**src/rtl/instruction_fetch_unit.sv**
```systemverilog
// -----------------------------------------------------------------------------
// instruction_fetch_unit
//   Fetch / pre-decode stage. Reads the instruction word at PC, requests PC+2
//   from the register file for every word read, collects optional source and
//   destination extension words, and presents one complete instruction bundle
//   to execute through a dec_valid / exec_ready handshake.
//
// Ports
//   clk, reset         system clock, asynchronous active-high reset
//   PC                 current PC from the register file
//   flush              branch taken: abandon the instruction in progress
//   mem_data           memory read data
//   exec_ready         execute accepts the bundle this cycle
//   mem_rd, mem_addr   one-cycle read strobe and word-aligned address
//   incPC              register file advances PC by 2 at the next edge
//   ir, src_ext,
//   dst_ext, fmt       instruction bundle (fmt: 00 I, 01 II, 10 jump, 11 illegal)
//   has_src_ext,
//   has_dst_ext        extension words present in the bundle
//   dec_valid          bundle valid for execute
// -----------------------------------------------------------------------------
module instruction_fetch_unit #(
  parameter int WAIT_CYCLES = 0
) (
  input  logic        clk,
  input  logic        reset,
  input  logic [15:0] PC,
  input  logic        flush,
  input  logic [15:0] mem_data,
  input  logic        exec_ready,
  output logic        mem_rd,
  output logic [15:0] mem_addr,
  output logic        incPC,
  output logic [15:0] ir,
  output logic [15:0] src_ext,
  output logic [15:0] dst_ext,
  output logic [1:0]  fmt,
  output logic        has_src_ext,
  output logic        has_dst_ext,
  output logic        dec_valid
);

  localparam logic [2:0] FETCH_IR  = 3'd0;
  localparam logic [2:0] WAIT_IR   = 3'd1;
  localparam logic [2:0] FETCH_SRC = 3'd2;
  localparam logic [2:0] WAIT_SRC  = 3'd3;
  localparam logic [2:0] FETCH_DST = 3'd4;
  localparam logic [2:0] WAIT_DST  = 3'd5;
  localparam logic [2:0] ISSUE     = 3'd6;

  localparam logic [1:0] FMT_I   = 2'b00;
  localparam logic [1:0] FMT_II  = 2'b01;
  localparam logic [1:0] FMT_JMP = 2'b10;
  localparam logic [1:0] FMT_ILL = 2'b11;

  localparam int CW = (WAIT_CYCLES > 0) ? $clog2(WAIT_CYCLES + 1) : 1;

  typedef struct packed {
    logic [1:0] fmt;
    logic       need_src;
    logic       need_dst;
  } dec_t;

  // Indexed/symbolic/absolute (As=01, except the R3 constant generator) and
  // immediate (As=11 on R0) are the source modes that carry an extension word.
  function automatic logic src_ext_needed(input logic [1:0] as_f, input logic [3:0] rsrc);
    return ((as_f == 2'b01) && (rsrc != 4'd3)) || ((as_f == 2'b11) && (rsrc == 4'd0));
  endfunction

  function automatic dec_t decode(input logic [15:0] w);
    dec_t d;
    d = '0;
    if (w[15:13] == 3'b001) begin
      d.fmt = FMT_JMP;
    end else if (w[15:10] == 6'b000100) begin
      d.fmt      = FMT_II;
      d.need_src = src_ext_needed(w[5:4], w[3:0]);
    end else if (w[15:12] >= 4'd4) begin
      d.fmt      = FMT_I;
      d.need_src = src_ext_needed(w[5:4], w[11:8]);
      d.need_dst = w[7];
    end else begin
      d.fmt = FMT_ILL;
    end
    return d;
  endfunction

  logic [2:0]    state_q, state_d;
  logic [CW-1:0] cnt_q, cnt_d;
  logic [15:0]   ir_q, ir_d, src_q, src_d, dst_q, dst_d;
  logic [1:0]    fmt_q, fmt_d;
  logic          has_src_q, has_src_d, has_dst_q, has_dst_d;
  logic          flush_pend_q, flush_pend_d;   // flush seen while a read was outstanding
  logic          in_fetch;
  dec_t          dec;

  assign dec      = decode(mem_data);
  assign in_fetch = (state_q == FETCH_IR) || (state_q == FETCH_SRC) || (state_q == FETCH_DST);

  // NOTE: every always_comb output gets a default before the case so no path
  // leaves a variable unassigned, which would otherwise infer a latch.
  always_comb begin
    state_d      = state_q;
    cnt_d        = cnt_q;
    ir_d         = ir_q;
    src_d        = src_q;
    dst_d        = dst_q;
    fmt_d        = fmt_q;
    has_src_d    = has_src_q;
    has_dst_d    = has_dst_q;
    flush_pend_d = flush_pend_q;

    case (state_q)
      FETCH_IR, FETCH_SRC, FETCH_DST: begin
        flush_pend_d = 1'b0;
        if (flush) begin
          has_src_d = 1'b0;
          has_dst_d = 1'b0;
          state_d   = FETCH_IR;
        end else begin
          cnt_d = CW'(WAIT_CYCLES);
          if (state_q == FETCH_IR) begin
            // A fresh instruction starts with no extension words.
            src_d     = '0;
            dst_d     = '0;
            has_src_d = 1'b0;
            has_dst_d = 1'b0;
          end
          state_d = state_q + 3'd1;   // FETCH_x -> WAIT_x by encoding
        end
      end

      WAIT_IR, WAIT_SRC, WAIT_DST: begin
        if (cnt_q != '0) begin
          cnt_d = cnt_q - CW'(1);
          if (flush) flush_pend_d = 1'b1;
        end else begin
          flush_pend_d = 1'b0;
          if (flush || flush_pend_q) begin
            // The read has completed; its data belongs to a dead path.
            has_src_d = 1'b0;
            has_dst_d = 1'b0;
            state_d   = FETCH_IR;
          end else if (state_q == WAIT_IR) begin
            ir_d  = mem_data;
            fmt_d = dec.fmt;
            if (dec.need_src)      state_d = FETCH_SRC;
            else if (dec.need_dst) state_d = FETCH_DST;
            else                   state_d = ISSUE;
          end else if (state_q == WAIT_SRC) begin
            src_d     = mem_data;
            has_src_d = 1'b1;
            state_d   = ((fmt_q == FMT_I) && ir_q[7]) ? FETCH_DST : ISSUE;
          end else begin
            dst_d     = mem_data;
            has_dst_d = 1'b1;
            state_d   = ISSUE;
          end
        end
      end

      ISSUE: begin
        if (flush) begin
          // Flush voids any handshake in the same cycle.
          has_src_d = 1'b0;
          has_dst_d = 1'b0;
          state_d   = FETCH_IR;
        end else if (exec_ready) begin
          state_d = FETCH_IR;
        end
      end

      default: state_d = FETCH_IR;
    endcase
  end

  // NOTE: sequential state uses non-blocking assignments so every register
  // samples the pre-edge values, independent of statement order.
  always_ff @(posedge clk or posedge reset) begin
    if (reset) begin
      state_q      <= FETCH_IR;
      cnt_q        <= '0;
      ir_q         <= '0;
      src_q        <= '0;
      dst_q        <= '0;
      fmt_q        <= '0;
      has_src_q    <= 1'b0;
      has_dst_q    <= 1'b0;
      flush_pend_q <= 1'b0;
    end else begin
      state_q      <= state_d;
      cnt_q        <= cnt_d;
      ir_q         <= ir_d;
      src_q        <= src_d;
      dst_q        <= dst_d;
      fmt_q        <= fmt_d;
      has_src_q    <= has_src_d;
      has_dst_q    <= has_dst_d;
      flush_pend_q <= flush_pend_d;
    end
  end

  // Strobes are suppressed during flush (the register file loads the branch
  // target that edge) and while reset is held, so all outputs read 0 in reset.
  assign mem_rd      = in_fetch && !flush && !reset;
  assign incPC       = in_fetch && !flush && !reset;
  assign mem_addr    = mem_rd ? (PC & 16'hFFFE) : 16'h0000;
  assign dec_valid   = (state_q == ISSUE) && !flush;
  assign ir          = ir_q;
  assign src_ext     = src_q;
  assign dst_ext     = dst_q;
  assign fmt         = fmt_q;
  assign has_src_ext = has_src_q;
  assign has_dst_ext = has_dst_q;

endmodule

```
**config.mk**
```make
export PLATFORM = sky130hd
export DESIGN_NAME = instruction_fetch_unit
export DESIGN_NICKNAME = d
export VERILOG_FILES = /design/src/rtl/instruction_fetch_unit.sv
export SDC_FILE = /design/constraint.sdc
export NUM_CORES = 1
export LEC_CHECK = 0
export CORE_AREA = 2 2 79 81
export CTS_CLUSTER_SIZE = 20
export DETAILED_ROUTE_END_ITERATION = 8
export DIE_AREA = 0 0 81 83
export PLACE_DENSITY = 0.83
export SKIP_LAST_GASP = 1
export SLEW_MARGIN = 20
export SYNTH_ARGS = -nofsm -noshare
export SYNTH_HDL_FRONTEND = slang
export SYNTH_SLANG_ARGS = --single-unit
```
**constraint.sdc**
```tcl
create_clock -name clk -period 3.3 [get_ports clk]
set_input_delay 0.825 -clock clk [delete_from_list [all_inputs] [get_ports clk]]
set_output_delay 0.825 -clock clk [all_outputs]
set_load 0.05 [all_outputs]
```
-- Word-level counts from Yosys, hierarchy flattened
Cells that the tools add are included.
- bits of input ports: 36
- register bits after elaboration: 57
- output and inout bits: 71
- multiplexer cells: 49
- reductions and logical operators: 31
- bitwise logic cells: 2
- eq/ne operators: 26
- add/sub/neg operators: 2
- order comparisons: 1
- operators with widths (operator ; count):
    $mux 16 ; 11
    $pmux 16 s2 ; 2
    $mux 3 ; 8
    $ne 3x3->1 const B ; 6
    $mux 1 ; 16
    $ne 2x2->1 const B ; 8
    $mux 2 ; 7
    $reduce_and 7->1 ; 2
    $reduce_and 6->1 ; 2
    $eq 3x3->1 const B ; 3
    $pmux 3 s3 ; 1
    $logic_and 1x1->1 ; 8
    $logic_not 4->1 ; 2
    $ne 4x2->1 const B ; 2
    $eq 3x1->1 const B ; 2
    $eq 3x2->1 const B ; 2
    $eq 6x3->1 const B ; 1
    $pmux 1 s3 ; 2
    $reduce_and 2->1 ; 3
    $reduce_or 3->1 ; 2
    $logic_or 1x1->1 ; 5
    $ge 4x3->1 const B ; 1
    $pmux 1 s2 ; 2
    $reduce_and 4->1 ; 1
    10 further kinds ; 12

-- Depth between registers and ports, before layout
Gate-level depths: netlist of run 1.
- word-level depth: 12
- gate-level depth with buffers: 8
- mapped depth without buffers: 6

-- Worst setup path before layout of run 1
No wires, ideal clock.
- kind: register to output
- start: reg state_q[0]
- end: out mem_addr[10]
- arrival time: 2.164 ns
- cell stages (with the launch flop): 8
- path slack: 0.311 ns
- cells stage by stage: dfrtp_1 inv_1 ha_1 nor2b_1 nor2_1 nor3_1 buf_2 and2_1
- longest elaborated chain between the ends: 6
- elaborated cells on any way between the ends: 8
- ends and longest elaborated chain (what ; line ; RTL):
    start, declared ; 88 ; logic [2:0] state_q, state_d;
    start signal, assigned ; 191 ; state_q <= state_d;
    $eq 3x2->1 or $logic_not 3->1 (tied branches) ; 98 ; assign in_fetch = (state_q == FETCH_IR) || (state_q == FETCH_SRC) || (state_q == FETCH_DST);
    $logic_or 1x1->1 ; 98 ;
    $logic_or 1x1->1 * ; 98 ;
    $logic_and 1x1->1 * (2 in series) ; - ;
    via incPC ; 33 ; output logic incPC,
    $mux 16 * ; 207 ; assign mem_addr = mem_rd ? (PC & 16'hFFFE) : 16'h0000;
    end, declared ; 32 ; output logic [15:0] mem_addr,
The timed path passes the listed nets; every way through them passes the cells marked *.

-- Worst setup path after layout of run 1
- start: reg state_q[0]
- end: out mem_addr[6]
- longest elaborated chain between the ends: 6
- elaborated cells on any way between the ends: 8
- ends and longest elaborated chain (what ; line ; RTL):
    $eq 3x2->1 or $logic_not 3->1 (tied branches) ; 98 ;
    $logic_or 1x1->1 ; 98 ;
    $logic_or 1x1->1 * ; 98 ;
    $logic_and 1x1->1 * (2 in series) ; 205 ; assign mem_rd = in_fetch && !flush && !reset;
    $mux 16 * ; 207 ;
Every way passes the cells marked *; elsewhere a longest branch is shown, timed or not.

==> results of run 1 <==
[cells by family (layout without fill, tap and decap cells)]
logic type,after synthesis,after routing,synth area share
simple gates,113,113,0.218
compound gates,58,58,0.184
flops,55,55,0.519
buf+inv,26,129,0.0472
fa+ha+maj,5,5,0.0236
mux,2,2,0.00755
other cells,1,1,0.00141
[flip-flops by register name, indices dropped and copies added (netlist names)]
signal	cells
has_dst_ext	1
state_q	3
fmt	2
src_ext	16
has_src_ext	1
ir	16
dst_ext	16
[final timing paths]
kind | start | endpoint | cells past startpoint
worst min-delay path | ir[6] | ir[6] | 2
min in group asynchronous | reset | src_ext[0] | 2
worst max-delay path | state_q[0] | mem_addr[6] | 8
worst max register to register | state_q[2] | has_src_ext | 6
worst min register to register | ir[6] | ir[6] | 2
max in group asynchronous | reset | fmt[0] | 3
[layout make-up]
| class | instances | area [um2] |
|---|---|---|
| Fill cell | 441 | 1770 |
| Multi-Input combinational cell | 179 | 1150 |
| Tap cell | 75 | 93.8 |
| Sequential cell | 55 | 1380 |
| Inverter | 9 | 33.8 |
| Clock inverter | 2 | 38.8 |
| Clock buffer | 6 | 72.6 |
| Timing Repair Buffer | 112 | 1280 |
[power groups by stage]
stage	Sequential, mW	Combinational (mW)	Clock (mW)
CTS	1.02	2.05	0.458
global placement	1.02	2.01	0
floorplan	1.63	0.742	0
detailed placement	1.03	2.04	0
finish	1.02	2.05	0.454
global route	1.05	2.17	0.487
[through the flow]
step | setup slack [ns] | hold WS, ns | area, um2
after floorplan | 0.311 | 0.630 | 2650
after global placement | 0.468 | 0.460 | 3940
after detailed placement | 0.406 | 0.462 | 3940
after CTS | 0.187 | 0.488 | 4050
after global routing | 0.0240 | 0.506 | 4050
final | 0.161 | 0.485 | 4050
[worst max-delay path, delay by kind of cell (launching register included)]
family / cells / cell delay, ns
buf+inv: 3 / 0.52
simple gates: 4 / 0.71
flops: 1 / 0.43
fa+ha+maj: 1 / 0.34
[layout by cell type, fill, tap and decap left out, types with 8 or more instances in the layout]
master	n
buf_12	18
nand2_1	54
a21bo_1	9
buf_4	8
inv_1	8
dfrtp_1	55
nand4_1	15
and2_1	15
a22o_1	17
clkdlybuf4s50_1	86
[layer usage]
metal | vias up | routed length (um)
li1 | 1113 | -
met1 | 1171 | 3160
met4 | 0 | 124
met2 | 141 | 3710
met3 | 14 | 734
met5 | - | 0
==> flow_summary.ini, run 1 <==
[floorplan]
die_area_um2 = 6720
initial_core_util = 0.456
core_area_um2 = 5820
vert_die_dim_um = 83
fp-row-count = 28
floorplan.die.width_um = 81
ios = 107

[yosys]
synthesis.instances = 260
async_flop_share = 1.00
post-synth-top-count-cell = dfrtp_1
synthesis.nets = 301
yosysTopAreaCell = dfrtp_1
synth.yosys.warnings = 0
synth_top_cells_by_count = dfrtp_1 (55), nand2_1 (54), a22o_1 (17), and2_1 (15), nand4_1 (15)
synth.distinct_cells = 46
number_of_enable_type_register_cells_in_the_synthesized_netlist = 0
netlist_top_cells_area = dfrtp_1 (52%), nand2_1 (7.6%), a22o_1 (5.6%)
synth-main-ff-cell = dfrtp_1
synthesis.area_per_instance_um2 = 10.2
yosys.area.top_type_share = 0.519
synthesis.area_um2 = 2650
ys_ff_latch = 55
synth.yosys.seq_area_share = 0.519

[timing]
final-hold-violation-count = 0
fin_crit_sh = 0.951
rsz_0062_raised_after_global_routing = no
slew_margin_rel = 0.481
fin_skew_ns = 0.00857
min_period_ns = 3.14
final_count_of_pins_violating_max_slew = 0
maxClockFrequency_mhz = 319
timing.setup.tns_ns = 0
setup_viol = 0
max_slew.worst_pin.slew_ns = 0.778

[drt]
routed_via_density = 5.57
routedWlPerCell_um = 17.6
detail_route.iter0.violations = 168
vias = 2439
drcViolationCount = 0
dr.pass1.iters = 4
routed_wirelength_um = 7730
ant_nets = 0

[layout]
utilization_after_layout = 0.696
num-nets-final = 403
number_of_standard_cells_in_the_layout_taps_in_and_fillers_out = 438
area_growth_syn_to_layout_pct = 52.6
drive_gt1_frac = 0.116
n_antenna_cell = 0

[grt]
grt_util_met3 = 0.0543
globalRoute.totalOverflow = 0
grt_max_degree = 37
global_route.usage.met2 = 0.393
gr_busiest_metal = met2
first_pass_grt_wire_length_um = 12400
track_usage = 0.239
first_global_vias = 2438
gr-usage-met1 = 0.317
antenna_violations_before_repair = 0

[clock_tree]
post_cts.resized_instances = 0
clock_latency_ns = 0.31
ctsHoldBuffers = 0
tritoncts = built
h_tree_level_count = 2
post_cts_repair_setup_buffers = 0
reg_clk_slew_reported_paths_ns = 0.10
cts_max_path_buffers = 2
clk_root_buffer_cell = clkbuf_8
cts_num_sinks = 55
cts_buffers = 5

[critical_path]
cp_max_fo = 17
cp-start-kind = flip-flop
reg2reg_setup_slack_ns = 0.81
worstPathRequired_ns = 2.47
cp_cell_sequence = inv_1 -> ha_1 -> nor2b_1 -> nor2_1 -> nor3_1 -> buf_4 -> and2_1 -> buf_12
critical_path.max_stage_delay_ns = 0.43
worst-setup-path-type = reg2out
endpoint_kind = primary output
critical_path_arrival_ns = 2.31
crit_slowest_cell = dfrtp_1

[power]
static-leakage-power_nw = 1.89
vdd_ir_drop_max_mv = 0.561
comb_power_share = 0.582
seq_power_share = 0.290
power_switching_share = 0.480
totalPowerFinal_mw = 3.52
net_switching_power_of_the_design_mw = 1.69
power.density_nw_per_um2 = 871
internal_power_mw = 1.83
power.clock.fraction = 0.129

[placed_design]
gp_routability_congestion = 0.896
place.detailed.instances = 430
dp_hpwl_um = 5660
quantity_of_i_o_buffers_inserted_on_ports = 104

[run_status]
outcome = finished, final reports clean

[worst_hold_path]
holdCritPathClass = reg2reg

[run]
max_cap_violations = 0
(Power assumes the default switching activity.)
==> run 2, diff against run 1 <==
--- a/config.mk
+++ b/config.mk
@@ -5,11 +5,11 @@
 export SDC_FILE = /design/constraint.sdc
 export NUM_CORES = 1
 export LEC_CHECK = 0
-export CORE_AREA = 2 2 79 81
+export CORE_AREA = 2 2 82 84
 export CTS_CLUSTER_SIZE = 20
 export DETAILED_ROUTE_END_ITERATION = 8
-export DIE_AREA = 0 0 81 83
-export PLACE_DENSITY = 0.83
+export DIE_AREA = 0 0 84 86
+export PLACE_DENSITY = 0.78
 export SKIP_LAST_GASP = 1
 export SLEW_MARGIN = 20
 export SYNTH_ARGS = -nofsm -noshare
==> constraint.sdc (replaced) <==
create_clock -name clk -period 3.5 [get_ports clk]
set_input_delay 0.875 -clock clk [delete_from_list [all_inputs] [get_ports clk]]
set_output_delay 0.875 -clock clk [all_outputs]
set_load 0.05 [all_outputs]
==> run 2 against run 1 <==
Effect of this change:
- sequential share of layout area grew 0.084 points
- core utilization shrank 5.3 points
- clock power shrank 20%
- non-clock buffer count is the same
- critical path depth is the same
- final cell count grew 0.46%
- critical path type unchanged
- largest cell class unchanged
==> flow_summary.ini, run 2 (synthesized netlist as in run 1, its figures left out) <==
[run_status]
outcome = finished, final reports clean

[critical_path]
cp_max_fo = 17
cp-start-kind = flip-flop
reg2reg_depth = 6
worst_r2r_start = state_q[2]
crit-reg2reg-capture = has_src_ext
worstPathRequired_ns = 2.62
worst-setup-path-type = reg2out
critical_path_arrival_ns = 2.19
reg2reg_setup_slack_ns = 1.00
endpoint_kind = primary output

[power]
static-leakage-power_nw = 1.88
power_switching_share = 0.488
power.clock.fraction = 0.111
net_switching_power_of_the_design_mw = 1.60
vdd_ir_drop_max_mv = 0.486
power.density_nw_per_um2 = 809
internal_power_mw = 1.67
comb_power_share = 0.596
seq_power_share = 0.293
totalPowerFinal_mw = 3.27

[clock_tree]
clock_latency_ns = 0.30
cts_num_sinks = 55
cts_buffers = 5
tritoncts = built
cts_max_path_buffers = 2
post_cts_repair_setup_buffers = 0
ctsHoldBuffers = 0
clk_root_buffer_cell = clkbuf_8
post_cts.resized_instances = 0
h_tree_level_count = 2
reg_clk_slew_reported_paths_ns = 0.09

[grt]
track_usage = 0.212
grt_max_degree = 29
first_global_vias = 2411
first_pass_grt_wire_length_um = 12300
globalRoute.totalOverflow = 0
antenna_violations_before_repair = 0

[floorplan]
vert_die_dim_um = 86
ios = 107
core_area_um2 = 6280
die_area_um2 = 7220
initial_core_util = 0.423
floorplan.die.width_um = 84
fp-row-count = 29

[worst_hold_path]
timing.hold.worst_endpoint = ir[8]
hold_start = ir[8]
holdCritPathClass = reg2reg
min_delay_path_depth = 2

[run]
max_cap_violations = 0

[placed_design]
dp_hpwl_um = 5640
placed_area_um2 = 3940
quantity_of_i_o_buffers_inserted_on_ports = 104
gp_routability_congestion = 0.842
pre_cts_slack_ns = 0.543

[drt]
dr.pass1.iters = 4
detail_route.iter0.violations = 240
wl_met2_um = 3970
routed_wirelength_um = 7620
ant_nets = 0
drcViolationCount = 0
met1Wirelength_um = 3110
wl_met3_um = 461
topRoutingLayerUsed = met4
routedWlPerCell_um = 17.3
routed_via_density = 5.50
vias = 2418

[timing]
rsz_0062_raised_after_global_routing = no
fin_skew_ns = 0.00792
timing.setup.tns_ns = 0
worst_hold_slack_across_all_endpoints_ns = 0.485
maxClockFrequency_mhz = 326
final-hold-violation-count = 0
worst_slack_ns = 0.430
slew_margin_rel = 0.432
min_period_ns = 3.07
max_slew.worst_pin.slew_ns = 0.851
setup_viol = 0
fin_crit_sh = 0.877
final_count_of_pins_violating_max_slew = 0

[layout]
num-nets-final = 403
most-common-layout-cells = clkdlybuf4s50_1 (86), dfrtp_1 (55), nand2_1 (54)
stdcell_area_um2 = 4040
n_antenna_cell = 0
layout.cells.most_common = clkdlybuf4s50_1
area_growth_syn_to_layout_pct = 52.2
drive_gt1_frac = 0.118
==> run 2: changes by cell type in the layout (fill, tap and decap cells not counted), sizes merged <==
cell      previous run  this run
bufinv               1         0
clkinv               0         1
clkinvlp             0         1
inv                 10         9
==> run 2: final cells by class <==
| cell class | instances | area [um2] |
|---|---|---|
| Fill cell | 500 | 2240 |
| Sequential cell | 55 | 1380 |
| Timing Repair Buffer | 112 | 1280 |
| Multi-Input combinational cell | 179 | 1150 |
| Tap cell | 77 | 96.3 |
| Clock buffer | 6 | 82.6 |
| Inverter | 9 | 33.8 |
| Clock inverter | 2 | 16.3 |
==> run 2: how the worst max path moves through the flow <==
| stage | startpoint | to | slack [ns] | cells past startpoint |
|---|---|---|---|---|
| finish | state_q[0] | mem_addr[2] | 0.43 | 8 |
| global route | state_q[0] | mem_addr[2] | 0.21 | 8 |
| CTS | state_q[0] | mem_addr[1] | 0.41 | 8 |
| global placement | reset | mem_addr[12] | 0.57 | 5 |
| detailed placement | flush | mem_addr[1] | 0.54 | 5 |
| floorplan | state_q[0] | mem_addr[10] | 0.46 | 7 |
==> run 2: layer usage <==
metal	up-vias	global-route usage
li1	1107	-
met1	1206	0.272
met2	99	0.372
met3	6	0.0356
met4	0	0.0572
met5	-	0
==> run 2: power groups by stage <==
| stage | Sequential (mW) | Clock (mW) | Combinational (mW) |
|---|---|---|---|
| after floorplan | 1.54 | 0 | 0.699 |
| after global placement | 0.962 | 0 | 1.90 |
| after detailed placement | 0.968 | 0 | 1.94 |
| after CTS | 0.959 | 0.370 | 1.95 |
| after global routing | 0.984 | 0.390 | 2.06 |
| final | 0.959 | 0.362 | 1.95 |
==> run 2: critical path: stages, from the launching register on <==
cell and delay (ns):
dfrtp_1 0.43, inv_1 0.13, ha_1 0.32, nor2b_1 0.24, nor2_1 0.06, nor3_1 0.14, buf_4 0.23, and2_1 0.20
buf_12 0.15
==> run 2: stage by stage <==
step,instances,utilization
4_1_cts,440,0.643
5_1_grt,440,0.643
3_5_place_dp,432,0.627
3_3_place_gp,432,0.627
2_1_floorplan,260,-
6_report,440,0.643
==> run 3, diff against run 2 <==
--- a/config.mk
+++ b/config.mk
@@ -5,11 +5,12 @@
 export SDC_FILE = /design/constraint.sdc
 export NUM_CORES = 1
 export LEC_CHECK = 0
-export CORE_AREA = 2 2 82 84
+export CORE_AREA = 2 2 85 87
 export CTS_CLUSTER_SIZE = 20
 export DETAILED_ROUTE_END_ITERATION = 8
-export DIE_AREA = 0 0 84 86
-export PLACE_DENSITY = 0.78
+export DIE_AREA = 0 0 87 89
+export PLACE_DENSITY = 0.73
+export SETUP_SLACK_MARGIN = 0.05
 export SKIP_LAST_GASP = 1
 export SLEW_MARGIN = 20
 export SYNTH_ARGS = -nofsm -noshare
==> run 3 against run 2 <==
Effect of this change:
- total power fell by 0.52%
- wire length fell by 2.7%
- critical path type unchanged
- fmax fell by 0.54%
- first-iteration DRC count fell by 23%
- critical endpoint is now mem_addr[4]
- cell area fell by 0.19%
- global-route usage fell by 1.8 points
- core utilization fell by 4.3 points
==> flow_summary.ini, run 3 (synthesized netlist as in run 1, its figures left out) <==
[power]
totalPowerFinal_mw = 3.25
power.density_nw_per_um2 = 806
static-leakage-power_nw = 1.88
vdd_ir_drop_max_mv = 0.493

[layout]
n_antenna_cell = 0
stdcell_area_um2 = 4030
area_growth_syn_to_layout_pct = 51.9
num-nets-final = 402
layout.cells.most_common = clkdlybuf4s50_1
most-common-layout-cells = clkdlybuf4s50_1 (86), dfrtp_1 (55), nand2_1 (54)
drive_gt1_frac = 0.113

[clock_tree]
cts_max_path_buffers = 2
post_cts.resized_instances = 0
clk_root_buffer_cell = clkbuf_8
ctsHoldBuffers = 0
cts_num_sinks = 55
tritoncts = built
cts_buffers = 5
reg_clk_slew_reported_paths_ns = 0.09
h_tree_level_count = 2
clock_latency_ns = 0.31
post_cts_repair_setup_buffers = 0

[floorplan]
floorplan.die.width_um = 87
die_area_um2 = 7740
initial_core_util = 0.395
vert_die_dim_um = 89
fp-row-count = 30
ios = 107
core_area_um2 = 6720

[run_status]
outcome = finished, final reports clean

[timing]
timing.setup.tns_ns = 0
slew_margin_rel = 0.506
fin_crit_sh = 0.882
final-hold-violation-count = 0
max_slew.worst_pin.slew_ns = 0.742
setup_viol = 0
maxClockFrequency_mhz = 324
final_count_of_pins_violating_max_slew = 0
rsz_0062_raised_after_global_routing = no
min_period_ns = 3.09
fin_skew_ns = 0.00373

[drt]
routed_wirelength_um = 7420
dr.pass1.iters = 4
detail_route.iter0.violations = 185
ant_nets = 0
vias = 2403
routed_via_density = 5.44
routedWlPerCell_um = 16.8
drcViolationCount = 0

[critical_path]
endpoint_kind = primary output
worstPathRequired_ns = 2.62
reg2reg_depth = 6
critical_path.endpoint = mem_addr[4]
reg2reg_setup_slack_ns = 0.75
worstSetupPathDepth = 8
critical_path_arrival_ns = 2.21
crit_buf_inv = 3
worst_r2r_start = state_q[2]
cp-start-kind = flip-flop
crit_slowest_cell = dfrtp_1
cp_cell_sequence = inv_1 -> ha_1 -> nor2b_1 -> nor2_1 -> nor3_1 -> buf_4 -> and2_1 -> buf_12
worst-setup-path-type = reg2out
cp_max_fo = 17
timing.critical_path.from = state_q[0]
crit-reg2reg-capture = src_ext[13]
critical_path.max_stage_delay_ns = 0.43
critPathTopFamily = simple AND/OR/NAND/NOR gates

[placed_design]
placed_area_um2 = 3930
gp_routability_congestion = 0.835
quantity_of_i_o_buffers_inserted_on_ports = 104
dp_hpwl_um = 5590

[worst_hold_path]
holdCritPathClass = reg2reg

[grt]
antenna_violations_before_repair = 0
grt_util_met3 = 0.0462
gr-usage-met1 = 0.268
first_global_vias = 2317
grt_max_degree = 26
globalRoute.totalOverflow = 0
track_usage = 0.193
global_route.usage.met2 = 0.316
gr_busiest_metal = met2
first_pass_grt_wire_length_um = 11700

[run]
max_cap_violations = 0
-- run 3: report_power, final --
part	internal (mW)	total [mW]	switching [mW]
logic	0.675	1.93	1.25
registers	0.823	0.955	0.132
clock network	0.163	0.369	0.206
-- run 3: final cells by class --
class / instances / area [um2]
clock buffer: 7 / 86.3
clock inverter: 1 / 8.76
fill: 564 / 2690
inverter: 9 / 33.8
multi-input combinational: 179 / 1150
sequential: 55 / 1380
tap: 80 / 100
timing repair buffer: 111 / 1270
-- run 3: metrics by stage --
stage          setup WS [ns]  std cells  hold WS [ns]  utilization
2_1_floorplan          0.461        260         0.630            -
3_3_place_gp           0.570        433         0.460        0.585
3_5_place_dp           0.515        433         0.466        0.585
4_1_cts                0.398        441         0.491        0.599
5_1_grt                0.233        442         0.505        0.600
6_report               0.413        442         0.483        0.600
-- run 3: worst register-to-register path: stages (launching register included) --
cell and delay, ns:
dfrtp_1 0.54, inv_1 0.16, ha_1 0.31, nand2b_1 0.14, o22ai_2 0.57, nand2_1 0.57, a21bo_2 0.35
-- run 3: how the worst min path moves through the flow --
stage / cells after the start / endpoint / from / slack (ns)
after floorplan: 3 / state_q[0] / state_q[0] / 0.63
after CTS: 1 / src_ext[7] / src_ext[7] / 0.49
after global placement: 2 / ir[4] / ir[4] / 0.46
after global routing: 1 / src_ext[5] / src_ext[5] / 0.50
after detailed placement: 2 / ir[12] / ir[12] / 0.47
final: 1 / src_ext[5] / src_ext[5] / 0.48
-- run 3: routing by layer --
| metal | share of wire | routed length, um |
|---|---|---|
| met4 | 0.0084 | 62 |
| met3 | 0.085 | 628 |
| met5 | 0 | 0 |
| met2 | 0.47 | 3460 |
| met1 | 0.44 | 3260 |
